==> src/rtl/regfile_wr_arbiter.sv <==
// Register-file write arbiter: round-robin grant of up to N_WRITE_PORTS
// distinct-address writebacks per cycle onto registered write ports.
module regfile_wr_arbiter #(
    parameter int N_SRCS        = 4,
    parameter int N_WRITE_PORTS = 2,
    parameter int ENTRY_WIDTH   = 32,
    parameter int N_ENTRIES     = 32,
    localparam int PTR_WIDTH    = $clog2(N_ENTRIES)
) (
    input  logic                                        clk,
    input  logic                                        rst_aL,
    input  logic [N_SRCS-1:0]                           src_valid,
    output logic [N_SRCS-1:0]                           src_ready,
    input  logic [N_SRCS-1:0][PTR_WIDTH-1:0]            src_addr,
    input  logic [N_SRCS-1:0][ENTRY_WIDTH-1:0]          src_data,
    output logic [N_WRITE_PORTS-1:0]                    wr_en,
    output logic [N_WRITE_PORTS-1:0][PTR_WIDTH-1:0]     wr_addr,
    output logic [N_WRITE_PORTS-1:0][ENTRY_WIDTH-1:0]   wr_data
);

    localparam int SW = $clog2(N_SRCS);

    logic [SW-1:0]                                 rr_ptr;
    logic [SW-1:0]                                 rr_nxt;
    logic [N_WRITE_PORTS-1:0]                      g_en;
    logic [N_WRITE_PORTS-1:0][PTR_WIDTH-1:0]       g_addr;
    logic [N_WRITE_PORTS-1:0][ENTRY_WIDTH-1:0]     g_data;
    logic [SW-1:0]                                 idx;
    int                                            pos;
    logic                                          clash;
    logic                                          take;

    // Ports fill lowest-first, so the k-th grant in scan order lands on port k.
    always_comb begin
        src_ready = '0;
        g_en      = '0;
        g_addr    = '0;
        g_data    = '0;
        rr_nxt    = rr_ptr;
        idx       = '0;
        pos       = 0;
        clash     = 1'b0;
        take      = 1'b0;
        for (int j = 0; j < N_SRCS; j++) begin
            pos = int'(rr_ptr) + j;
            if (pos >= N_SRCS) begin
                pos = pos - N_SRCS;
            end
            idx = SW'(pos);
            if (src_valid[idx] && src_addr[idx] == '0) begin
                src_ready[idx] = 1'b1;
            end else if (src_valid[idx]) begin
                clash = 1'b0;
                for (int k = 0; k < N_WRITE_PORTS; k++) begin
                    if (g_en[k] && g_addr[k] == src_addr[idx]) begin
                        clash = 1'b1;
                    end
                end
                take = !clash;
                for (int k = 0; k < N_WRITE_PORTS; k++) begin
                    if (take && !g_en[k]) begin
                        g_en[k]        = 1'b1;
                        g_addr[k]      = src_addr[idx];
                        g_data[k]      = src_data[idx];
                        src_ready[idx] = 1'b1;
                        take           = 1'b0;
                        if (idx == SW'(N_SRCS - 1)) begin
                            rr_nxt = '0;
                        end else begin
                            rr_nxt = idx + 1'b1;
                        end
                    end
                end
            end
        end
        if (!rst_aL) begin
            src_ready = '0;
        end
    end

    always_ff @(posedge clk) begin
        if (!rst_aL) begin
            rr_ptr  <= '0;
            wr_en   <= '0;
            wr_addr <= '0;
            wr_data <= '0;
        end else begin
            rr_ptr  <= rr_nxt;
            wr_en   <= g_en;
            wr_addr <= g_addr;
            wr_data <= g_data;
        end
    end

endmodule

==> config.mk <==
export PLATFORM = sky130hd
export DESIGN_NAME = regfile_wr_arbiter
export DESIGN_NICKNAME = d
export VERILOG_FILES = /design/src/rtl/regfile_wr_arbiter.sv
export SDC_FILE = /design/constraint.sdc
export NUM_CORES = 1
export LEC_CHECK = 0
export BUFFER_PORTS_ARGS = -buffer_cell sky130_fd_sc_hd__buf_4
export CORE_ASPECT_RATIO = 0.8
export CORE_MARGIN = 4
export CORE_UTILIZATION = 58
export DETAILED_ROUTE_END_ITERATION = 8
export PLACE_DENSITY = 0.85
export SYNTH_ARGS = -nofsm -noshare
export SYNTH_HDL_FRONTEND = slang
export SYNTH_SLANG_ARGS = --single-unit
==> constraint.sdc <==
create_clock -name clk -period 10.35 [get_ports clk]
set_input_delay 1.035 -clock clk [delete_from_list [all_inputs] [get_ports clk]]
set_output_delay 1.035 -clock clk [all_outputs]
set_load 0.005 [all_outputs]
==> impl_metrics.ini <==
[outcome]
outcome = complete, but fails checks
violations = design-rule violations

[grt]
first_global_vias = 8209
globalRouteOverflowTotal = 0
grt_pass1_wl_mm = 44.6
antenna_found_initial = 0
grt.total_usage_pct = 35.3
grt_max_degree = 81

[route]
first_pass_iters = 9
vias = 8238
final_antenna_net_count = 0
drc_errors = 1
drt-vias-per-instance = 7.76
routed_wl_mm = 27.7
wl_per_cell_um = 26.1
drtIter0Drc = 1294

[floorplanning]
fp.dieW_um = 138
die_area_um2 = 15600
io_pins = 234
start_util_pct = 60.3
rows = 37
die_h_um = 112
design.core.area_um2 = 13100

[critical_path]
crit_chain = inv_1 > ha_4 > mux4_2 > or4_4 > o21a_1 > buf_4 > or3_4 > o221ai_2 > xnor2_1 > a2111oi_4 > o21ai_0 > nor2b_1 > o2bb2ai_1 > buf_4
cp_max_fo = 80
critPathMostFrequentCell = buf_4
crit_path_end_kind = primary output
cp_slowest_cell = ha_4
max_stage_delay_ns = 1.06
crit_type = reg -> out
crit_arrival_ns = 6.08
worstPathRequired_ns = 9.32
start_kind = flip-flop

[clock_tree]
cts_setup_buffers = 0
clk_path_buf_depth = 2
cts-htree-levels = 3
numCtsBuffers = 9
cts_resized = 0
cts.clk_slew.worst_paths_ns = 0.06
ctsRootBufferMaster = clkbuf_16
worstSkewPairLatency_ns = 0.35
cts_tree = done
clock-sinks = 78
cts_hold_buf = 0

[placed_design]
gp_congestion = 1.01
io_buffers = 233
post-place-ws_ns = 3.71
dp_hpwl_mm = 19.6

[flow_run]
drv_cap = 0

[sta]
layout_setup_ws_ns = 3.23
setup_violations = 0
min_period_over_period_pct = 68.8
hold_viol_final = 0
setup_tns_ns = 0
fin_crit_ns = 7.12
slew_viol_final = 0
rsz0062_at_grt = false
tightest_slew_ns = 1.08
fmax_ghz = 0.141
fin_skew_ns = 0.00868
slew_headroom_pct = 28.1

[finish]
final_common_cell = buf_4
area_growth_pct = 26.2
drive_above_1_share_pct = 49.0
nets = 1039
mostFrequentLayoutCells = buf_4, mux4_2, nor2_1
n_antenna_cell = 0

[synthesis]
netlist_instances = 706
ys_types = 64
syn_area_um2 = 7900
syn_nets = 864
ys.flop_type = dfxtp_1
synth_warnings = 0
avgSynthCellArea_um2 = 11.2
ys_seq_area_share_pct = 19.8
async_flop_share_pct = 0
synth_edf_count = 0
ys_ff_latch = 78

[pwr]
leakage_nw = 3.66
ir_drop_v = 0.000151
total_power_mw = 2.98
powerDensity_nw_per_um2 = 299

[hold_path]
hold_path.class = reg -> reg
## layout make-up
type	count	area, um2
fill	827	3130
inverter	10	37.5
sequential	78	1570
clock inverter	1	7.51
multi-input combinational	540	6010
tap	175	219
timing repair buffer	242	1820
clock buffer	15	309
## synthesized netlist by cell type, types with 4 or more instances
| library cell | number | share of area, % |
|---|---|---|
| a21oi_1 | 11 | 0.70 |
| a221oi_1 | 33 | 3.7 |
| a222oi_1 | 37 | 4.7 |
| a22o_1 | 5 | 0.55 |
| and2_1 | 7 | 0.55 |
| buf_1 | 5 | 0.24 |
| buf_6 | 6 | 0.86 |
| clkbuf_1 | 65 | 3.1 |
| dfxtp_1 | 78 | 20 |
| ha_1 | 4 | 0.63 |
| inv_1 | 10 | 0.48 |
| mux4_2 | 152 | 43 |
| nand2_1 | 56 | 2.7 |
| nand3_1 | 6 | 0.38 |
| nor2_1 | 86 | 4.1 |
| nor3_1 | 7 | 0.44 |
| nor4_1 | 6 | 0.48 |
| o211ai_1 | 4 | 0.38 |
| o21ai_0 | 8 | 0.51 |
| o21ai_1 | 4 | 0.25 |
| o2bb2ai_1 | 4 | 0.44 |
| o31ai_1 | 37 | 3.5 |
| or4_1 | 7 | 0.67 |
| xnor2_1 | 7 | 0.78 |
| xor2_1 | 5 | 0.55 |
## layer usage
metal / wire (um) / up-vias / track usage (%)
met4: 1060 / 0 / 13.0
met5: 0 / - / 0
met3: 3930 / 128 / 8.94
li1: - / 3352 / -
met2: 13400 / 808 / 58.3
met1: 9320 / 3950 / 45.8
## kinds of logic (layout without fill, tap and decap cells)
kind of cell / Yosys count / after routing / synth area share, %
simple gates: 196 / 196 / 11.4
compound gates: 173 / 173 / 18.3
mux: 155 / 155 / 43.7
buf+inv: 88 / 268 / 4.78
flops: 78 / 78 / 19.8
xor+xnor: 12 / 12 / 1.33
fa+ha+maj: 4 / 4 / 0.634
## path summary, 6_finish.rpt
check / from / to / slack, ns / cells after the start
worst max register to register: rr_ptr[0]$_SDFF_PN0_ / wr_addr[5]$_SDFF_PN0_ / 3.93 / 14
worst min-delay path: rr_ptr[1]$_SDFF_PN0_ / rr_ptr[0]$_SDFF_PN0_ / 0.93 / 4
worst max-delay path: rr_ptr[0]$_SDFF_PN0_ / src_ready[0] / 3.23 / 14
worst min register to register: rr_ptr[1]$_SDFF_PN0_ / rr_ptr[0]$_SDFF_PN0_ / 0.93 / 4
## registers in the layout, summed over array words and instances, names as in the netlist
name     cells
wr_addr     10
rr_ptr       2
wr_en        2
wr_data     64
## where the power goes
part           total [mW]  internal, mW  switching, mW
combinational        2.15         0.991           1.16
sequential          0.498         0.425         0.0737
clock               0.332         0.204          0.128
## metrics by stage
| stage | cell area, um2 | hold slack, ns | cells | util [%] |
|---|---|---|---|---|
| 6_report | 9970 | 0.931 | 1061 | 76.1 |
| 5_1_grt | 9970 | 0.968 | 1061 | 76.1 |
| 4_1_cts | 9970 | 0.929 | 1061 | 76.1 |
| 3_5_place_dp | 9650 | 0.906 | 1045 | 73.7 |
| 3_3_place_gp | 9650 | 0.888 | 1045 | 73.7 |
| 2_1_floorplan | 7900 | 0.900 | 706 | - |
## critical path: cells and delay by family, from the launching register on
family / cells / cell delay (ns)
AND/OR/NAND/NOR: 3 / 1.40
adder cells (fa/ha/maj): 1 / 1.06
AO/OA/AOI/OAI: 5 / 0.82
flip-flops: 1 / 0.76
buffers and inverters: 3 / 0.70
multiplexers: 1 / 0.70
XOR/XNOR: 1 / 0.26
Power figures use the tool's default switching activity.
